--- src/rtl/add16_mp_seq.sv ---
// Multi-precision add/subtract sequencer: time-multiplexes one external W-bit
// adder over WORDS words, least-significant word first, chaining the carry.
module add16_mp_seq #(
  parameter int W     = 16,
  parameter int WORDS = 4,
  parameter int IW    = 2
) (
  input  logic                 clk,
  input  logic                 rst_n,
  input  logic                 start,
  input  logic                 op_sub,
  input  logic [W*WORDS-1:0]   a,
  input  logic [W*WORDS-1:0]   b,
  output logic [W-1:0]         add_a,
  output logic [W-1:0]         add_b,
  output logic                 add_cin,
  input  logic [W-1:0]         add_sum,
  input  logic                 add_cout,
  output logic                 busy,
  output logic                 done,
  output logic [W*WORDS-1:0]   result,
  output logic                 cout,
  output logic                 overflow
);

  typedef enum logic [1:0] {IDLE, RUN, DONE} state_t;

  state_t                  state, state_nxt;
  logic [IW-1:0]           idx;
  logic                    carry;
  logic                    sub;
  logic [WORDS-1:0][W-1:0] a_q, b_q, res_q;
  logic                    last;
  logic                    accept;

  assign last   = (idx == IW'(WORDS - 1));
  assign accept = (state == IDLE) && start;

  // Adder drive follows the registers in every state; only RUN consumes it.
  assign add_a   = a_q[idx];
  assign add_b   = b_q[idx] ^ {W{sub}};
  assign add_cin = carry;

  assign busy   = (state != IDLE);
  assign done   = (state == DONE);
  assign result = res_q;

  // NOTE: sequential state uses non-blocking (<=) so every register samples
  // pre-edge values; blocking here would create order-dependent races.
  always_ff @(posedge clk) begin
    if (!rst_n) state <= IDLE;
    else        state <= state_nxt;
  end

  // NOTE: next-state gets a default before the case so no path leaves it
  // unassigned, which would otherwise infer a latch.
  always_comb begin
    state_nxt = state;
    case (state)
      IDLE:    if (start) state_nxt = RUN;
      RUN:     if (last)  state_nxt = DONE;
      DONE:    state_nxt = IDLE;
      default: state_nxt = IDLE;
    endcase
  end

  // NOTE: the operand and result arrays are plain flops, not RAM, so they
  // take the reset like any other register and come up as all zeros.
  always_ff @(posedge clk) begin
    if (!rst_n) begin
      idx      <= '0;
      carry    <= 1'b0;
      sub      <= 1'b0;
      a_q      <= '0;
      b_q      <= '0;
      res_q    <= '0;
      cout     <= 1'b0;
      overflow <= 1'b0;
    end else if (accept) begin
      a_q   <= a;
      b_q   <= b;
      sub   <= op_sub;
      carry <= op_sub;
      idx   <= '0;
    end else if (state == RUN) begin
      res_q[idx] <= add_sum;
      carry      <= add_cout;
      // Wrap on the last word so idx always stays a legal word index.
      idx        <= last ? '0 : idx + IW'(1);
      if (last) begin
        cout     <= add_cout;
        overflow <= (add_a[W-1] == add_b[W-1]) && (add_sum[W-1] != add_a[W-1]);
      end
    end
  end

endmodule

--- config.mk ---
export PLATFORM = sky130hd
export DESIGN_NAME = add16_mp_seq
export DESIGN_NICKNAME = d
export VERILOG_FILES = /design/src/rtl/add16_mp_seq.sv
export SDC_FILE = /design/constraint.sdc
export NUM_CORES = 1
export LEC_CHECK = 0
export ABC_AREA = 1
export CAP_MARGIN = 40
export CORE_MARGIN = 2
export CORE_UTILIZATION = 47
export CTS_CLUSTER_SIZE = 14
export DETAILED_ROUTE_END_ITERATION = 8
export PLACE_DENSITY = 0.79
export SLEW_MARGIN = 20
export SYNTH_ARGS = -nofsm -noshare
export SYNTH_HDL_FRONTEND = slang
export SYNTH_SLANG_ARGS = --single-unit
--- constraint.sdc ---
create_clock -name clk -period 2.4 [get_ports clk]
set_input_delay 0.36 -clock clk [delete_from_list [all_inputs] [get_ports clk]]
set_output_delay 0.36 -clock clk [all_outputs]
set_load 0.02 [all_outputs]
# Word-level counts from Yosys, hierarchy flattened
# Cells that the tools add are included.
# op_classes
n_addsub	1
n_lt_le_gt_ge	2
eq_ne	7
n_mux	13
n_bitwise	3
n_reduce_logical	10
# op_table
operator	n
binary-select mux 16 bit (select 2 bit)	2
bitwise mux 64 bit	1
2-to-1 mux 16 bit	3
demux 16 bit (select 2 bit)	1
XOR 16 bit	1
2-to-1 mux 2 bit	3
== test 2 bit, second input constant	2
inequality test 2 bit, second input constant	2
one-hot mux 2 bit (2 select lines)	1
AND reduction 2 bit	2
nonzero test 2 bit	2
logical AND 1 bit	3
less-than comparator 2 x 3 -> 1 bit, second input constant	1
AND reduction 3 bit	1
adder 2 x 1 -> 2 bit, second input constant	1
== test 2 x 1 -> 1 bit, second input constant	1
>= comparator 2 x 1 -> 1 bit, second input constant	1
logical NOT 2 bit	1
2-to-1 mux 1 bit	2
NOT 1 bit	2
OR reduction 2 bit	1
== test 1 bit	1
inequality test 1 bit	1
# word_totals
reg_bits	200
input_bits	149
output_inout_bits	101
wordCells	54

# Longest topological paths before layout
# Gate-level depths: netlist (run 1).
# depth
ltp_word	5
ltp_mapped	11
depth_no_buf	10

# Worst setup path before layout (run 1)
# Ideal clock, no wire load.
# synth_timing
path_kind	register to register
startpoint	register idx[0]
endpoint	register res_q, in the netlist result[37]
setup_ns	0.070
arrival_time_ns	1.679
t_required_ns	2.330
setup_slack_ns	0.650
stages_incl_launch_ff	11
n_path_buf	5
period_less_slack_ns	1.750
path_cell_list	dfxtp_1 inv_2 buf_6 buf_6 buf_2 ha_1 buf_2 nand2_1 buf_4 nand2_1 a21oi_1
# synth_between
elab_chain_len	5
elab_cells_between_ends	6
cone_classes	2 x order compare; 3 x mux; 1 x reduce/logical
# synth_lines
element	line	text
from (decl)	29	logic [IW-1:0] idx;
from (signal assigned)	89	idx <= last ? '0 : idx + IW'(1);
less-than comparator 2 x 3 -> 1 bit (implied by the code) / >= comparator 2 x 1 -> 1 bit (equally long branches)	86	res_q[idx] <= add_sum;
logical AND 1 bit (implied by the code)	86	
2-to-1 mux 16 bit (implied by the code)	86	
demux 16 bit (select 2 bit) (*)	86	
bitwise mux 64 bit (*)	86	
to (signal, indexed assignment)	86	
to (decl)	32	logic [WORDS-1:0][W-1:0] a_q, b_q, res_q;
# Every way passes the cells marked *; elsewhere a longest branch is shown, timed or not.
# A chain may end at the register's enable or synchronous reset.

# Worst setup path after layout (run 1)
# layout_timing
startpoint	register idx[1]
endpoint	output port add_b[4]
# layout_between
elab_chain_len	3
# layout_lines
element	line	text
binary-select mux 16 bit (select 2 bit)	41	assign add_b = b_q[idx] ^ {W{sub}};
2-to-1 mux 16 bit (implied by the code)	41	
XOR 16 bit	41	
to (decl)	15	output logic [W-1:0] add_b,
# Every way passes these cells. The select of a mux whose other input is x is not followed.

==> results.toml, run 1 <==
[timing]
finClkSkew_ps = 9.85
layout_worst_path_cycle_share = 0.958
fin_setup_tns_ps = 0
hold_viol_final = 0
final_period_minus_worst_setup_slack_ps = 2300
fmax_mhz = 435
worst_pin_slew_ps = 627
rsz_0062_raised_after_global_routing = "no"
max_slew_margin = 0.581
holdWs_ps = 462
setup_slack_ps = 102
setup_violations = 0
slew_viol_final = 0

[yosys]
post_synth_edffs = 0
syn-mean-instance-area_um2 = 7.43
ys_ff_latch = 200
syn_nets = 1248
synth_async_sr_flop_share = 0
ys_seq_area_frac = 0.492
netlist_area_mm2 = 0.00814
yosysWarnings = 0
synth_cell_types = 25
yosysTopAreaCellShare = 0.492
count_of_mapped_cells_out_of_synthesis = 1095
synth_ff_type = "dfxtp_1"
synth_top_area_cell = "dfxtp_1"
synth_area_leaders = "dfxtp_1, nor2_1, o21ai_0"

[flow_run]
maxCapViolCount = 0

[detailed_routing]
total_iterations_of_the_first_detailed_routing_run = 5
wire_per_inst_um = 15.9
detail-route-antenna-nets = 0
drc_violation_count_after_routing = 0
routed_via_density = 5.25
dr_total_vias = 8040
wl_mm = 24.3
iteration_0_drc_count_of_the_detailed_router = 670

[finish]
fin_nets = 1447
syn_to_final_growth_pct = 37.3
drive_gt1_frac = 0.0505
seqCellArea_mm2 = 0.00401
fill_cells = 1508
multiInputGateArea_mm2 = 0.00360

[power_and_ir_drop]
peakVddDrop_uv = 511
power.internal_uw = 5480
power_per_cell_area_mw_per_mm2 = 683
leakagePower_uw = 0.00443
power_frac_clock = 0.344
combinationalPowerShare = 0.177
seq_power_share = 0.479
power.share.switching = 0.281
fin_total_pwr_uw = 7630
switching_power_uw = 2140

[worst_setup_path]
timing.critical_path.max_delay_family = "buffers and inverters"
required_ps = 2040
critPathLaunchType = "flip-flop"
crit_arrival_ps = 1940
critical_path.cell_chain = "buf_4 > o21ai_0 > o22ai_1 > xor2_1 > clkdlybuf4s15_1"
criticalPathCategory = "flip-flop to primary output"
endpoint_kind = "primary output"
crit_slowest_cell = "dfxtp_1"
timing.critical_path.slowest_cell_delay_ps = 430
rrSetupSlack_ps = 580
worstPathMaxFanout = 15
critical_path.n_buffers_inverters = 2

[run_status]
outcome = "finished clean"

[cts]
clkSinkCount = 200
clk_pin_slew_worst_paths_ps = 70
numCtsBuffers = 17
clk_path_buf_depth = 2
cts.repair_timing.setup_buffer_count = 0
cts_hold_repair.buffers = 0
post_cts.resized_instances = 36
h-tree-depth = 4
clockRootBuffer = "clkbuf_16"
cts_tree = "yes"
insertion_delay_ps = 430

[grt]
antenna_found_initial = 1
global_route.usage.total = 0.262
grt_start_max_net_pins = 134
number_of_global_route_vias_before_repair = 7221
grt_first_pass_wirelength_mm = 37.7
global_route.overflow_total = 0

[die]
boundaryPins = 250
placeableCoreArea_mm2 = 0.0171
fp.dieW_um = 136
die_y_um = 136
die-area_mm2 = 0.0184
fp-row-count = 48
floorplan.initialDensity = 0.476

[placement]
buffer_ports.inserted = 249
gp_routability_congestion = 0.984
dp_worst_setup_slack_ps = 207
detailedPlacementHpwl_mm = 17.0

[min_path]
min_path_type = "flip-flop to flip-flop"
==> worst register-to-register path: cells and delay by family, from the launching register on <==
family	cells	cell delay, ps
compound gates	1	170
fa+ha+maj	1	210
simple gates	2	590
flops	1	430
buf+inv	2	360
==> power by group through the flow <==
stage / clock network (µW) / logic, µW / registers [µW]
after CTS: 2660 / 1350 / 3650
after detailed placement: 0 / 1410 / 3720
final: 2630 / 1350 / 3650
after floorplan: 0 / 751 / 3710
after global placement: 0 / 1390 / 3720
after global routing: 2810 / 1470 / 3670
==> worst paths after layout <==
check                                 from  cells past startpoint          to
worst min register to register  result[12]                      2  result[12]
worst max register to register      idx[1]                      6  result[11]
worst min-delay path            result[12]                      2  result[12]
worst max-delay path                idx[1]                      5    add_b[4]
==> synth_stat cells, types with 3 or more instances <==
cell type	n
dfxtp_1	200
nor2_1	320
inv_2	5
clkbuf_1	24
buf_6	6
inv_1	6
buf_1	3
nand2_1	105
ha_1	4
o21ai_0	187
xor2_1	15
o22ai_1	31
buf_4	17
nand3_1	57
a21oi_1	66
buf_2	36
==> registers in the layout, indices dropped and copies added (netlist names) <==
| signal | flops |
|---|---|
| a_q | 64 |
| b_q | 64 |
| result | 64 |
| idx | 2 |
| state | 2 |
| add_cin | 1 |
| cout | 1 |
| overflow | 1 |
| sub | 1 |
==> cell families after synthesis <==
kind of cell	count (synthesis)	synth area share
xor+xnor	15	0.0161
simple gates	486	0.236
flops	200	0.492
buf+inv	101	0.0667
fa+ha+maj	4	0.00615
compound gates	289	0.183
==> layout by cell type, fill, tap and decap left out, drive strengths merged, types with 2 or more instances in the layout <==
| master | n |
|---|---|
| o21ai | 189 |
| clkinv | 6 |
| nor2 | 321 |
| ha | 4 |
| a21oi | 66 |
| o21a | 2 |
| dlygate4sd2 | 28 |
| inv | 19 |
| dfxtp | 200 |
| o22ai | 31 |
| buf | 20 |
| clkdlybuf4s50 | 216 |
| nand3 | 58 |
| clkbuf | 20 |
| xor2 | 15 |
| nand2 | 107 |
==> layout make-up <==
cell class / instances / area share
inverter: 13 / 0.00549
sequential: 200 / 0.358
timing repair buffer: 268 / 0.241
antenna: 1 / 0.000224
tap: 225 / 0.0252
clock buffer: 18 / 0.0393
clock inverter: 13 / 0.00840
multi-input combinational: 794 / 0.322
==> metal layers <==
metal	part of all wire	GRT usage
met5	0	0
met4	0.016	0.0775
met3	0.078	0.0513
met2	0.46	0.414
met1	0.45	0.364
==> through the flow <==
step	utilization	cells	cell area, µm²
final	0.653	1532	11200
after global placement	0.623	1500	10700
after floorplan	-	1095	8140
after global routing	0.653	1531	11200
after CTS	0.653	1531	11200
after detailed placement	0.623	1500	10700
Note: power is estimated with default switching activity, not from simulation.
==> inputs of run 2 (changes only) <==
--- a/config.mk
+++ b/config.mk
@@ -6,7 +6,7 @@
 export NUM_CORES = 1
 export LEC_CHECK = 0
 export ABC_AREA = 1
-export CAP_MARGIN = 40
+export CAP_MARGIN = 20
 export CORE_MARGIN = 2
 export CORE_UTILIZATION = 47
 export CTS_CLUSTER_SIZE = 14
@@ -16,3 +16,4 @@
 export SYNTH_ARGS = -nofsm -noshare
 export SYNTH_HDL_FRONTEND = slang
 export SYNTH_SLANG_ARGS = --single-unit
+export TNS_END_PERCENT = 1
==> run 2 against run 1 <==
Net effect: design area about the same; first-iteration DRC count down 2.5%; clock-buffer cell count unchanged; worst hold slack about the same; setup slack better by 8.6 ps; register-to-register slack about the same; non-clock buffer count unchanged.
==> results.toml, run 2 (synthesis results as in run 1) <==
[run_status]
outcome = "finished clean"

[timing]
setup_slack_ps = 111
finClkSkew_ps = 8.15
final_period_minus_worst_setup_slack_ps = 2290
fmax_mhz = 437
setup_violations = 0
slew_viol_final = 0
holdWs_ps = 462
layout_worst_path_cycle_share = 0.954
max_slew_margin = 0.567
rsz_0062_raised_after_global_routing = "no"
worst_pin_slew_ps = 648
hold_viol_final = 0

[worst_setup_path]
timing.critical_path.slowest_cell_delay_ps = 410
required_ps = 2040
critical_path.n_buffers_inverters = 2
crit_slowest_cell = "dfxtp_1"
crit_arrival_ps = 1930
critPathLaunchType = "flip-flop"
endpoint_kind = "primary output"
timing.critical_path.max_delay_family = "buffers and inverters"
critical_path.cell_chain = "buf_4 > o21ai_0 > o22ai_1 > xor2_1 > dlygate4sd2_1"
criticalPathCategory = "flip-flop to primary output"
worstPathMaxFanout = 15

[die]
fp.dieW_um = 136
floorplan.initialDensity = 0.476
die_y_um = 136
fp-row-count = 48
boundaryPins = 250
die-area_mm2 = 0.0184
placeableCoreArea_mm2 = 0.0171

[detailed_routing]
dr_total_vias = 8043
total_iterations_of_the_first_detailed_routing_run = 5
wire_per_inst_um = 15.9
detail-route-antenna-nets = 0
routed_via_density = 5.25
drc_violation_count_after_routing = 0
iteration_0_drc_count_of_the_detailed_router = 653
wl_mm = 24.3

[finish]
fill_cells = 1507
drive_gt1_frac = 0.0490
syn_to_final_growth_pct = 37.4
layout_commonest_cell = "nor2_1"
final_cell_mix = "nor2_1, clkdlybuf4s50_1, dfxtp_1, o21ai_0, nand2_1"
fin_nets = 1447

[grt]
number_of_global_route_vias_before_repair = 7221
global_route.usage.total = 0.262
antenna_found_initial = 1
global_route.overflow_total = 0
grt_start_max_net_pins = 134
grt_first_pass_wirelength_mm = 37.7

[cts]
h-tree-depth = 4
numCtsBuffers = 17
clkSinkCount = 200
clk_pin_slew_worst_paths_ps = 70
clockRootBuffer = "clkbuf_16"
insertion_delay_ps = 430
cts_tree = "yes"
clk_path_buf_depth = 2

[power_and_ir_drop]
peakVddDrop_uv = 514
power_per_cell_area_mw_per_mm2 = 682
leakagePower_uw = 0.00444
fin_total_pwr_uw = 7630

[placement]
detailedPlacementHpwl_mm = 17.0
buffer_ports.inserted = 249
gp_routability_congestion = 0.984
dp_worst_setup_slack_ps = 207

[min_path]
min_path_type = "flip-flop to flip-flop"

[flow_run]
maxCapViolCount = 0
run 2: cell count changes in the layout (fill, tap and decap cells not counted):
cell / before / now
buf_6: 0 / 1
clkdlybuf4s15_1: 1 / 2
buf_8: 2 / 1
dlymetal6s2s_1: 1 / 2
clkbuf_2: 2 / 0
run 2: worst paths after layout:
path,startpoint,to,slack [ps],depth (start not counted)
worst max-delay path,idx[1],add_b[4],110,5
worst min-delay path,result[12],result[12],460,2
worst max register to register,idx[1],result[11],580,6
worst min register to register,result[12],result[12],460,2
run 2: layout make-up:
class	count	area, µm²	area share
Antenna cell	1	2.50	0.000224
Inverter	13	61.3	0.00548
Clock inverter	13	93.8	0.00839
Multi-Input combinational cell	794	3600	0.322
Sequential cell	200	4010	0.358
Timing Repair Buffer	268	2700	0.242
Clock buffer	18	439	0.0393
Tap cell	225	282	0.0252
run 2: power by group:
group          switching [µW]  leakage [µW]  internal (µW)
sequential                126       0.00164           3530
combinational             752       0.00252            600
clock                    1260      0.000268           1360
total                    2140       0.00444           5490
run 2: timing repair:
action                                  in CTS  in global routing
gates resized for setup                     34                  4
endpoints found under the setup margin      32                  4
hold buffers                                 0                  0
pin swaps                                    0                  0
hold endpoints to repair                     0                  0
buffers inserted                             0                  0
run 2: metrics by stage:
step | cell area [µm²] | std cells | utilization | setup TNS (ps)
after global routing | 11200 | 1531 | 0.653 | 0
after detailed placement | 10700 | 1500 | 0.623 | 0
after CTS | 11200 | 1531 | 0.653 | -120
final | 11200 | 1532 | 0.653 | 0
after floorplan | 8140 | 1095 | - | 0
after global placement | 10700 | 1500 | 0.623 | 0
run 2: layer usage:
metal / routed length, µm / vias up / share of wire / global-route usage
met5: 0 / - / 0 / 0
met4: 363 / 0 / 0.015 / 0.0775
met3: 1890 / 23 / 0.078 / 0.0513
met2: 11300 / 343 / 0.46 / 0.414
met1: 10800 / 3675 / 0.44 / 0.364
li1: - / 4002 / - / -
run 2: worst min-delay path, delay by kind of cell, from the launching register on:
family,cells,cell delay (ps)
flops,1,310
simple gates,1,60
compound gates,1,50
==> inputs of run 3 (changes only) <==
--- a/config.mk
+++ b/config.mk
@@ -8,10 +8,12 @@
 export ABC_AREA = 1
 export CAP_MARGIN = 20
 export CORE_MARGIN = 2
-export CORE_UTILIZATION = 47
+export CORE_UTILIZATION = 48
+export CTS_BUF_LIST = sky130_fd_sc_hd__clkbuf_4 sky130_fd_sc_hd__clkbuf_8
+export CTS_CLUSTER_DIAMETER = 100
 export CTS_CLUSTER_SIZE = 14
 export DETAILED_ROUTE_END_ITERATION = 8
-export PLACE_DENSITY = 0.79
+export PLACE_DENSITY = 0.81
 export SLEW_MARGIN = 20
 export SYNTH_ARGS = -nofsm -noshare
 export SYNTH_HDL_FRONTEND = slang
==> run 3 against run 2 <==
Net effect: utilization is 0.63 points higher; clock skew is 0.82 ps higher; worst hold slack worse by 280 ps; sequential power hardly changed; non-clock buffer count is 1 lower; setup slack worse by 15 ps; wire length is 3.2% lower; combinational power hardly changed; cell count is 0.39% lower; register-to-register slack worse by 330 ps; total power is 8.9% lower; via count is 0.75% lower; critical endpoint is now add_b[11]; largest power group unchanged.
==> results.toml, run 3 (synthesis results as in run 1) <==
[run_status]
outcome = "finished clean"

[timing]
fmax_mhz = 434
hold_viol_final = 0
setup_slack_ps = 95.8
final_period_minus_worst_setup_slack_ps = 2300
slew_viol_final = 0
rsz_0062_raised_after_global_routing = "yes"
finClkSkew_ps = 8.96
layout_worst_path_cycle_share = 0.960
setup_violations = 0
max_slew_margin = 0.580
worst_pin_slew_ps = 630

[finish]
core_util_final = 0.660
antenna-diode-count = 0
syn_to_final_growth_pct = 34.4
fin_nets = 1446
postLayoutCellArea_mm2 = 0.0109
final_cell_mix = "nor2_1, clkdlybuf4s50_1, dfxtp_1, o21ai_0, nand2_1"
layout_commonest_cell = "nor2_1"
drive_gt1_frac = 0.0605

[worst_setup_path]
endpoint_kind = "primary output"
required_ps = 2040
criticalPathCategory = "flip-flop to primary output"
critPathLaunch = "idx[0]"
regToRegStartpoint = "idx[0]"
crit_arrival_ps = 1940
worst_r2r_end = "result[21]"
worstPathMaxFanout = 15
reg2regPathDepth = 6
setup.worst_path.end = "add_b[11]"
critPathLaunchType = "flip-flop"
timing.critical_path.slowest_cell_delay_ps = 350
critical_path.cell_chain = "inv_2 > buf_6 > nor2_1 > o22ai_1 > xor2_1 > clkdlybuf4s15_2"
timing.critical_path.max_delay_family = "buffers and inverters"
crit_slowest_cell = "dfxtp_2"
worstSetupPathDepth = 6
critical_path.n_buffers_inverters = 3
rrSetupSlack_ps = 250

[placement]
buffer_ports.inserted = 249
detailedPlacementHpwl_mm = 17.0
dp_worst_setup_slack_ps = 194
placement.cell_area_mm2 = 0.0107
gp_routability_congestion = 0.921

[detailed_routing]
detail-route-antenna-nets = 0
routed_via_density = 5.23
wire_per_inst_um = 15.4
drc_violation_count_after_routing = 0
wl_mm = 23.6
iteration_0_drc_count_of_the_detailed_router = 724
total_iterations_of_the_first_detailed_routing_run = 7
dr_total_vias = 7983

[cts]
insertion_delay_ps = 460
clockRootBuffer = "clkbuf_8"
cts_tree = "yes"
cts_hold_repair.buffers = 0
numCtsBuffers = 17
h-tree-depth = 4
clkSinkCount = 200
clk_pin_slew_worst_paths_ps = 90
clk_path_buf_depth = 2
post_cts.resized_instances = 38
cts.repair_timing.setup_buffer_count = 0

[die]
die_y_um = 134
boundaryPins = 250
fp-row-count = 47
fp.dieW_um = 134
placeableCoreArea_mm2 = 0.0166
die-area_mm2 = 0.0180
floorplan.initialDensity = 0.491

[min_path]
hp_start = "rst_n"
min_path_type = "primary input to flip-flop"
whs_path_depth = 3

[grt]
antenna_found_initial = 0
global_route.overflow_total = 0
grt_first_pass_wirelength_mm = 36.8
global_route.usage.total = 0.259
number_of_global_route_vias_before_repair = 7007
grt_start_max_net_pins = 79

[power_and_ir_drop]
peakVddDrop_uv = 383
leakagePower_uw = 0.00429
power_per_cell_area_mw_per_mm2 = 636

[flow_run]
maxCapViolCount = 0
==> run 3: final cells by class <==
cell class	count	area, µm²
Clock buffer	21	270
Clock inverter	11	90.1
Fill cell	1459	5640
Inverter	13	58.8
Multi-Input combinational cell	794	3600
Sequential cell	200	4010
Tap cell	220	275
Timing Repair Buffer	267	2640
==> run 3: per-layer routing <==
layer	global-route usage	wire length, µm
met1	0.361	10500
met2	0.405	10800
met3	0.0540	1840
met4	0.0795	449
met5	0	0
==> run 3: per-stage QoR <==
step	setup TNS (ps)	power (µW)	hold slack (ps)	instances
3_5_place_dp	0	5110	454	1494
3_3_place_gp	0	5090	447	1494
2_1_floorplan	0	4460	449	1095
4_1_cts	0	7000	158	1526
6_report	0	6950	181	1526
5_1_grt	-5.54	7290	174	1526
==> run 3: report_power, final <==
part / internal, µW / switching [µW]
Sequential: 3530 / 126
Clock: 801 / 1180
Combinational: 583 / 737
Total: 4910 / 2040
==> run 3: worst min-delay path by stage <==
stage / to / slack (ps)
finish: add_cin / 180
global route: add_cin / 170
CTS: add_cin / 160
detailed placement: result[39] / 450
global placement: result[20] / 450
floorplan: a_q[32] / 450
==> run 3: tightest hold or removal path: stages <==
cell	delay, ps
buf_4	120
inv_2	70
a31oi_1	40
